File: src/rtl/rotator_arbiter_if.sv
// Request, rotator and response signals of the shared right-rotator scheduler.
// The slave modport is the arbiter; the master modport is requesters, rotator and consumer.
// Widths are set by the instantiating parent and must match the arbiter's parameters.
interface rotator_arbiter_if #(
  parameter int NUM_REQ   = 4,
  parameter int DATAWIDTH = 32,
  parameter int ROTBITS   = 5,
  parameter int IDBITS    = 2
);
  logic [NUM_REQ-1:0]           reqValid;
  logic [NUM_REQ-1:0]           reqReady;
  logic [NUM_REQ*DATAWIDTH-1:0] reqData;
  logic [NUM_REQ*ROTBITS-1:0]   reqRotation;
  logic [DATAWIDTH-1:0]         rotDataIn;
  logic [ROTBITS-1:0]           rotRotation;
  logic [DATAWIDTH-1:0]         rotDataOut;
  logic                         respValid;
  logic                         respReady;
  logic [DATAWIDTH-1:0]         respData;
  logic [IDBITS-1:0]            respId;
  logic                         busy;

  modport slave (
    input  reqValid, reqData, reqRotation, rotDataOut, respReady,
    output reqReady, rotDataIn, rotRotation, respValid, respData, respId, busy
  );

  modport master (
    output reqValid, reqData, reqRotation, rotDataOut, respReady,
    input  reqReady, rotDataIn, rotRotation, respValid, respData, respId, busy
  );
endinterface

File: src/rtl/rotator_arbiter.sv
// Round-robin scheduler sharing one right-rotator among NUM_REQ requesters, results in an ordered FIFO.
// Latency: issue at T -> FIFO write end of T+ROT_LATENCY -> respValid at T+ROT_LATENCY+1.
// Backpressure: credit-based issue (a same-cycle pop frees a credit); respData/respId held while stalled.
// Optional stats counters (grantCount, stallCount) are enabled by defining ROTATOR_ARB_STATS_EN.
module rotator_arbiter #(
  parameter int NUM_REQ            = 4,
  parameter int DATAWIDTH          = 32,
  parameter int SHIFTBITS_PER_STEP = 1,
  parameter int ROT_LATENCY        = 0,
  parameter int FIFO_DEPTH         = 4
) (
  input  logic              clk,
  input  logic              rst_n,
  rotator_arbiter_if.slave  bus
`ifdef ROTATOR_ARB_STATS_EN
  ,
  output logic [NUM_REQ*16-1:0] grantCount,
  output logic [15:0]           stallCount
`endif
);
  localparam int ROTBITS = $clog2(DATAWIDTH / SHIFTBITS_PER_STEP);
  localparam int IDBITS  = (NUM_REQ > 1) ? $clog2(NUM_REQ) : 1;
  localparam int PTRBITS = (FIFO_DEPTH > 1) ? $clog2(FIFO_DEPTH) : 1;
  localparam int CNTBITS = $clog2(FIFO_DEPTH + 1);

  logic [IDBITS-1:0]    lastGrant;
  logic [IDBITS-1:0]    grantId;
  logic [IDBITS-1:0]    cand;
  logic                 found;
  logic                 anyValid;
  logic                 creditOk;
  logic                 issue;
  logic                 pop;
  logic                 push;
  logic                 respValidC;
  int                   inFlight;
  logic                 finalValid;
  logic [IDBITS-1:0]    finalId;

  logic [NUM_REQ-1:0]   reqReadyC;
  logic [DATAWIDTH-1:0] rotDataInC;
  logic [ROTBITS-1:0]   rotRotationC;

  logic [DATAWIDTH-1:0] memData [FIFO_DEPTH];
  logic [IDBITS-1:0]    memId   [FIFO_DEPTH];
  logic [PTRBITS-1:0]   rdPtr, wrPtr, rdNext;
  logic [CNTBITS-1:0]   fifoCount;
  logic [DATAWIDTH-1:0] respDataQ, headDataNext;
  logic [IDBITS-1:0]    respIdQ, headIdNext;

  function automatic logic [PTRBITS-1:0] ptrInc(input logic [PTRBITS-1:0] p);
    if (int'(p) == FIFO_DEPTH - 1) return '0;
    return p + 1'b1;
  endfunction

  // Round-robin search starting just after the last granted requester
  always_comb begin
    anyValid = |bus.reqValid;
    grantId  = '0;
    found    = 1'b0;
    cand     = '0;
    for (int k = 1; k <= NUM_REQ; k++) begin
      cand = IDBITS'((int'(lastGrant) + k) % NUM_REQ);
      if (!found && bus.reqValid[cand]) begin
        found   = 1'b1;
        grantId = cand;
      end
    end
  end

  // Credits: free FIFO slots minus results still in the rotator, plus a same-cycle pop
  always_comb begin
    respValidC = (fifoCount != '0);
    pop        = respValidC & bus.respReady;
    creditOk   = (int'(fifoCount) + inFlight) < (FIFO_DEPTH + int'(pop));
    issue      = rst_n & anyValid & creditOk;
  end

  // Grant handshake and rotator drive; rotator inputs are zero when nothing issues
  always_comb begin
    reqReadyC    = '0;
    rotDataInC   = '0;
    rotRotationC = '0;
    if (issue) begin
      reqReadyC[grantId] = 1'b1;
      rotDataInC         = bus.reqData[grantId*DATAWIDTH +: DATAWIDTH];
      rotRotationC       = bus.reqRotation[grantId*ROTBITS +: ROTBITS];
    end
  end

  // Remember the winner so the next search starts after it
  always_ff @(posedge clk) begin
    if (!rst_n) lastGrant <= IDBITS'(NUM_REQ - 1);
    else if (issue) lastGrant <= grantId;
  end

  generate
    if (ROT_LATENCY == 0) begin : gNoLat
      assign finalValid = issue;
      assign finalId    = grantId;
      assign inFlight   = 0;
    end else begin : gLat
      logic [ROT_LATENCY-1:0]             tagValid;
      logic [ROT_LATENCY-1:0][IDBITS-1:0] tagId;

      // Carry requester ids alongside the rotator's internal pipeline
      always_ff @(posedge clk) begin
        if (!rst_n) begin
          tagValid <= '0;
          tagId    <= '0;
        end else begin
          tagValid[0] <= issue;
          tagId[0]    <= grantId;
          for (int i = 1; i < ROT_LATENCY; i++) begin
            tagValid[i] <= tagValid[i-1];
            tagId[i]    <= tagId[i-1];
          end
        end
      end

      assign finalValid = tagValid[ROT_LATENCY-1];
      assign finalId    = tagId[ROT_LATENCY-1];

      // Number of results that will still land in the FIFO
      always_comb begin
        inFlight = 0;
        for (int i = 0; i < ROT_LATENCY; i++) inFlight += int'(tagValid[i]);
      end
    end
  endgenerate

  assign push   = finalValid;
  assign rdNext = ptrInc(rdPtr);

  // Next head register value; the pushed entry bypasses storage when the FIFO drains to it
  always_comb begin
    headDataNext = respDataQ;
    headIdNext   = respIdQ;
    if (pop) begin
      if (fifoCount > CNTBITS'(1)) begin
        headDataNext = memData[rdNext];
        headIdNext   = memId[rdNext];
      end else if (push) begin
        headDataNext = bus.rotDataOut;
        headIdNext   = finalId;
      end
    end else if (!respValidC && push) begin
      headDataNext = bus.rotDataOut;
      headIdNext   = finalId;
    end
  end

  // FIFO storage; contents are don't-care until counted as valid
  always_ff @(posedge clk) begin
    if (push) begin
      memData[wrPtr] <= bus.rotDataOut;
      memId[wrPtr]   <= finalId;
    end
  end

  // FIFO pointers, occupancy and registered head outputs
  always_ff @(posedge clk) begin
    if (!rst_n) begin
      rdPtr     <= '0;
      wrPtr     <= '0;
      fifoCount <= '0;
      respDataQ <= '0;
      respIdQ   <= '0;
    end else begin
      if (push) wrPtr <= ptrInc(wrPtr);
      if (pop)  rdPtr <= rdNext;
      case ({push, pop})
        2'b10:   fifoCount <= fifoCount + 1'b1;
        2'b01:   fifoCount <= fifoCount - 1'b1;
        default: fifoCount <= fifoCount;
      endcase
      respDataQ <= headDataNext;
      respIdQ   <= headIdNext;
    end
  end

`ifdef ROTATOR_ARB_STATS_EN
  // Saturating per-requester issue counts and credit-stall cycle count
  always_ff @(posedge clk) begin
    if (!rst_n) begin
      grantCount <= '0;
      stallCount <= '0;
    end else begin
      if (issue && grantCount[grantId*16 +: 16] != 16'hFFFF)
        grantCount[grantId*16 +: 16] <= grantCount[grantId*16 +: 16] + 16'd1;
      if (anyValid && !creditOk && stallCount != 16'hFFFF)
        stallCount <= stallCount + 16'd1;
    end
  end
`endif

  assign bus.reqReady    = reqReadyC;
  assign bus.rotDataIn   = rotDataInC;
  assign bus.rotRotation = rotRotationC;
  assign bus.respValid   = respValidC;
  assign bus.respData    = respDataQ;
  assign bus.respId      = respIdQ;
  assign bus.busy        = respValidC | (inFlight != 0);
endmodule
File: src/flat_wrapper.sv
// flat-port wrapper written by rule: the top's interface ports become plain ports
module rotator_arbiter_flat 
#(
  parameter int NUM_REQ            = 4,
  parameter int DATAWIDTH          = 32,
  parameter int SHIFTBITS_PER_STEP = 1,
  parameter int ROT_LATENCY        = 0,
  parameter int FIFO_DEPTH         = 4
)
  (clk, rst_n, bus_reqValid, bus_reqData, bus_reqRotation, bus_rotDataOut, bus_respReady, bus_reqReady, bus_rotDataIn, bus_rotRotation, bus_respValid, bus_respData, bus_respId, bus_busy);
  rotator_arbiter_if #(.NUM_REQ(NUM_REQ), .DATAWIDTH(DATAWIDTH)) bus_i ();
  input  logic clk;
  input  logic rst_n;
  input wire logic [$bits(bus_i.reqValid)-1:0] bus_reqValid;
  input wire logic [$bits(bus_i.reqData)-1:0] bus_reqData;
  input wire logic [$bits(bus_i.reqRotation)-1:0] bus_reqRotation;
  input wire logic [$bits(bus_i.rotDataOut)-1:0] bus_rotDataOut;
  input wire logic [$bits(bus_i.respReady)-1:0] bus_respReady;
  output wire logic [$bits(bus_i.reqReady)-1:0] bus_reqReady;
  output wire logic [$bits(bus_i.rotDataIn)-1:0] bus_rotDataIn;
  output wire logic [$bits(bus_i.rotRotation)-1:0] bus_rotRotation;
  output wire logic [$bits(bus_i.respValid)-1:0] bus_respValid;
  output wire logic [$bits(bus_i.respData)-1:0] bus_respData;
  output wire logic [$bits(bus_i.respId)-1:0] bus_respId;
  output wire logic [$bits(bus_i.busy)-1:0] bus_busy;
  assign bus_i.reqValid = bus_reqValid;
  assign bus_i.reqData = bus_reqData;
  assign bus_i.reqRotation = bus_reqRotation;
  assign bus_i.rotDataOut = bus_rotDataOut;
  assign bus_i.respReady = bus_respReady;
  assign bus_reqReady = bus_i.reqReady;
  assign bus_rotDataIn = bus_i.rotDataIn;
  assign bus_rotRotation = bus_i.rotRotation;
  assign bus_respValid = bus_i.respValid;
  assign bus_respData = bus_i.respData;
  assign bus_respId = bus_i.respId;
  assign bus_busy = bus_i.busy;
  rotator_arbiter #(.NUM_REQ(NUM_REQ), .DATAWIDTH(DATAWIDTH), .SHIFTBITS_PER_STEP(SHIFTBITS_PER_STEP), .ROT_LATENCY(ROT_LATENCY), .FIFO_DEPTH(FIFO_DEPTH)) u_core (.clk(clk), .rst_n(rst_n), .bus(bus_i));
endmodule
File: config.mk
export PLATFORM = sky130hd
export DESIGN_NAME = rotator_arbiter_flat
export DESIGN_NICKNAME = d
export VERILOG_FILES = /design/src/rtl/rotator_arbiter_if.sv /design/src/rtl/rotator_arbiter.sv /design/src/flat_wrapper.sv
export SDC_FILE = /design/constraint.sdc
export NUM_CORES = 1
export LEC_CHECK = 0
export CORE_MARGIN = 2
export CORE_UTILIZATION = 42
export DETAILED_ROUTE_END_ITERATION = 10
export PLACE_DENSITY = 0.87
export SYNTH_ARGS = -nofsm -noshare
export SYNTH_HDL_FRONTEND = slang
export SYNTH_SLANG_ARGS = --single-unit
File: constraint.sdc
create_clock -name clk -period 3.44 [get_ports clk]
set_input_delay 1.032 -clock clk [delete_from_list [all_inputs] [get_ports clk]]
set_output_delay 1.032 -clock clk [all_outputs]
set_load 0.005 [all_outputs]
==> results list <==
- GRT met1 Usage: 24.8%
* List of cells traversed by the critical path: buf_6, or3b_4, a21oi_4, inv_2, or3_4, buf_12, buf_16, o22ai_2, buf_2
- Summed over all layers, the routed wires come to roughly 23,000 µm.
- After synthesis, the largest area contributor takes up between 50% and 60% of total cell area.
* Ratio of final minimum period to clock period: 108%
- Core area: 0.0188 mm²
- Ports placed on the boundary: 264
* Post-Route Hold Slack: approximately 0.47 ns
- Class of the most critical hold timing path: flop to flop
- The slowest stage of the critical path is the sky130_fd_sc_hd__or3_4 cell.
- Syn Inst Count: roughly 540
- In this run, synthesis inferred 136 flip-flops with an integrated enable.
- The worst setup path is launched from an input port.
- Slew HR: between 40% and 50%
- In this run the static leakage power is 4.61 nW.
- Wirelength per Cell: 21.4 µm
- After legalization and detailed placement, the total HPWL measured between 15,000 and 20,000 µm.
- CP max FO: 7
- Die height: 143 µm
- At the placement stage, the worst setup path has a slack of -0.954 ns.
- Number of buffers created by CTS: 17
- Total of max-cap violations: 0
- Global routing used between 20% and 30% of the available tracks.
* Cell with the most instances after synthesis: sky130_fd_sc_hd__edfxtp_1
* Worst Skew: between 0.015 and 0.02 ns
- Number of buffers on the longest clock path: 2
* Via count of the routed design: between 5,000 and 6,000
- Top cell type by total area after synthesis: sky130_fd_sc_hd__edfxtp_1
- Worst endpoint required time: 2.41 ns
- The layer flagged by global routing as most heavily used is met2.
- Final slew viol count: 0
- Starting DRC count in detailed routing: 389
- Cell area power density: a little over 600 mW/mm²
- Once routing completed, OpenROAD measured the worst setup slack at -0.273 ns.
* First-pass iteration count of the detailed router: 4
* Ys flop type: sky130_fd_sc_hd__edfxtp_1
- After synthesis, flip-flops and latches occupy about three fifths of the total area.
- The congestion estimate from routability-driven global placement came to approximately 0.94.
* DIE WIDTH: ~140 µm
- The H-tree was split into 4 levels.
- Category of the worst setup path capture point: output port
* Synth Area per Inst: about 15 µm²
* Synth warnings: 0
* Min Tclk post-route: approximately 3.7 ns
* TritonCTS clock tree: yes
- Die area: a little over 0.02 mm²
* Critical setup path kind: input port to output port
- At the pin with the least slew margin, the transition time is between 0.8 and 0.9 ns.
- Setup repair after global routing missed its margin: true
- For this run, the top clock speed supported by timing is ~0.27 GHz.
- For met3 alone, demand over resource in global routing was under 10%.
- Cells with a size suffix above 1 make up between 20% and 30% of the layout.
- Compared with the post-synthesis result, the final layout area differs by 53.7%.
* Met2 track demand over resource in global routing: a little over two fifths
- Run status: finished with violations
* Number of DRC violations after detailed routing: 0
* Count of distinct cell types in the synthesized netlist: 39
* Final setup fails: 37
* Post-DRT Antenna Nets: 0
* Peak supply drop: about 0.00036 V
- Clock transition time at the flip-flop clock pins of the worst setup and hold paths: around 0.060 ns
- Counting every net in the synthesized netlist gives 739.
- Synthesis-stage register bit count: between 150 and 200
* Share of synthesized registers carrying an async set or reset: 0%
* Via density per instance: around 5.4
- In the final design database the tool counted 1,045 nets.
* Ant. Diodes: 0
* Slowest Stage Delay on Critical Path: ~0.41 ns
* Synthesized area: approximately 0.0081 mm²
* Crit path DAT: between 2 and 3 ns
- Entering global routing, the biggest net connects between 40 and 50 pins.
* Vias in the first global route: approximately 6,300
- After global routing the overflow that remains totals 0.
- Hold violation count in the final report: 0
- After synthesis, the cell types taking the most area are sky130_fd_sc_hd__edfxtp_1 51%, sky130_fd_sc_hd__mux2i_1 13%, sky130_fd_sc_hd__dfxtp_1 11%.
- Core Rows: 50
- The checks that failed: setup timing.
- Starting density of the core: a little over two fifths
* Buffers on Ports: ~260
* Clk sink count: 179
- Wire length of the first global-routing pass: about 34,000 µm
- The later pin in the worst-skew pair is clocked with a latency of between 0.4 and 0.5 ns.
* Root buffer cell: sky130_fd_sc_hd__clkbuf_16
- Cell types with the highest counts after synthesis: 136 x sky130_fd_sc_hd__edfxtp_1, 108 x sky130_fd_sc_hd__mux2i_1, 43 x sky130_fd_sc_hd__dfxtp_1
* Initial antenna violation count: 0
## routing by layer
metal | part of all wire [%] | wire length [µm]
met5 | 0 | 0
met4 | 2.7 | 625
met3 | 7.2 | 1690
met2 | 55 | 13000
met1 | 35 | 8160
## logic make-up (layout without fill, tap and decap cells)
kind of cell	after synthesis	in the layout	synth area share, %
multiplexers	142	142	22.9
flip-flops	179	179	61.2
AND/OR/NAND/NOR	37	37	2.42
XOR/XNOR	2	2	0.217
buffers and inverters	49	368	2.86
AO/OA/AOI/OAI	125	125	9.07
adder cells (fa/ha/maj)	9	9	1.39
## worst max-delay path: cells and delay by family
family | cells | cell delay (ns)
AOI/OAI and AO/OA | 2 | 0.30
and+or+nand+nor | 2 | 0.78
buffers and inverters | 5 | 0.56
## where the power goes
part / switching, mW / leakage (nW) / internal [mW]
Clock: 0.835 / 0.299 / 1.19
Sequential: 0.139 / 1.60 / 2.73
Combinational: 1.25 / 2.71 / 1.54
## registers in the layout, summed over array words and instances, names as in the netlist
name	cells
u_core.memData	128
u_core.wrPtr	2
u_core.lastGrant	2
u_core.bus.respId	2
u_core.bus.respData	32
u_core.rdPtr	2
u_core.fifoCount	3
u_core.memId	8
## path summary, 6_finish.rpt
path / startpoint / endpoint / slack [ns] / cells past startpoint
hold reg to reg: u_core.rdPtr[1] / u_core.rdPtr[1] / 0.47 / 2
hold / removal: u_core.rdPtr[1] / u_core.rdPtr[1] / 0.47 / 2
setup / recovery: bus_respReady / bus_rotRotation[3] / -0.27 / 9
setup reg to reg: u_core.rdPtr[0] / u_core.bus.respData[28] / 1.21 / 6
## cells in the final DEF (no fill, tap or decap), types with 5 or more instances in the layout
master	Yosys	layout
sky130_fd_sc_hd__mux2i_2	0	9
sky130_fd_sc_hd__a21oi_1	33	33
sky130_fd_sc_hd__mux2i_4	0	5
sky130_fd_sc_hd__inv_6	0	6
sky130_fd_sc_hd__inv_1	8	8
sky130_fd_sc_hd__o21ai_0	38	37
sky130_fd_sc_hd__buf_6	3	6
sky130_fd_sc_hd__dfxtp_1	43	43
sky130_fd_sc_hd__buf_4	4	38
sky130_fd_sc_hd__clkbuf_16	0	18
sky130_fd_sc_hd__nand2_1	10	10
sky130_fd_sc_hd__clkdlybuf4s50_1	0	216
sky130_fd_sc_hd__ha_1	9	9
sky130_fd_sc_hd__buf_2	8	43
sky130_fd_sc_hd__edfxtp_1	136	136
sky130_fd_sc_hd__mux4_2	34	34
sky130_fd_sc_hd__mux2i_1	108	94
sky130_fd_sc_hd__buf_12	0	16
sky130_fd_sc_hd__o22ai_2	1	35
## stage by stage
step	util, %	power, mW	instances	cell area, µm²	TNS (ns)
6_report	66.2	7.68	1096	12400	-8.22
2_1_floorplan	-	4.32	543	8210	-0.583
4_1_cts	65.7	7.69	1094	12300	-10.10
3_5_place_dp	61.3	5.57	1046	11500	-36.68
5_1_grt	66.2	8.02	1096	12400	-9.75
3_3_place_gp	61.3	5.50	1046	11500	-35.85
## repair_timing
| action | CTS | global route |
|---|---|---|
| hold buffers | 0 | 0 |
| setup endpoints to repair | 41 | 41 |
| cloned | 4 | 1 |
| endpoints found under the hold margin | 0 | 0 |
| setup buffers | 12 | 3 |
| pin swaps | 24 | 8 |
| resized for setup | 214 | 34 |
## layout make-up
class | instances | area, µm²
fillers | 1323 | 6350
flip-flops and latches | 179 | 4940
multi-input cells | 315 | 3320
repair buffers | 327 | 3200
clock buffers | 18 | 439
well taps | 234 | 293
clock inverters | 14 | 188
inverters | 9 | 33.8
Power figures use the tool's default switching activity.
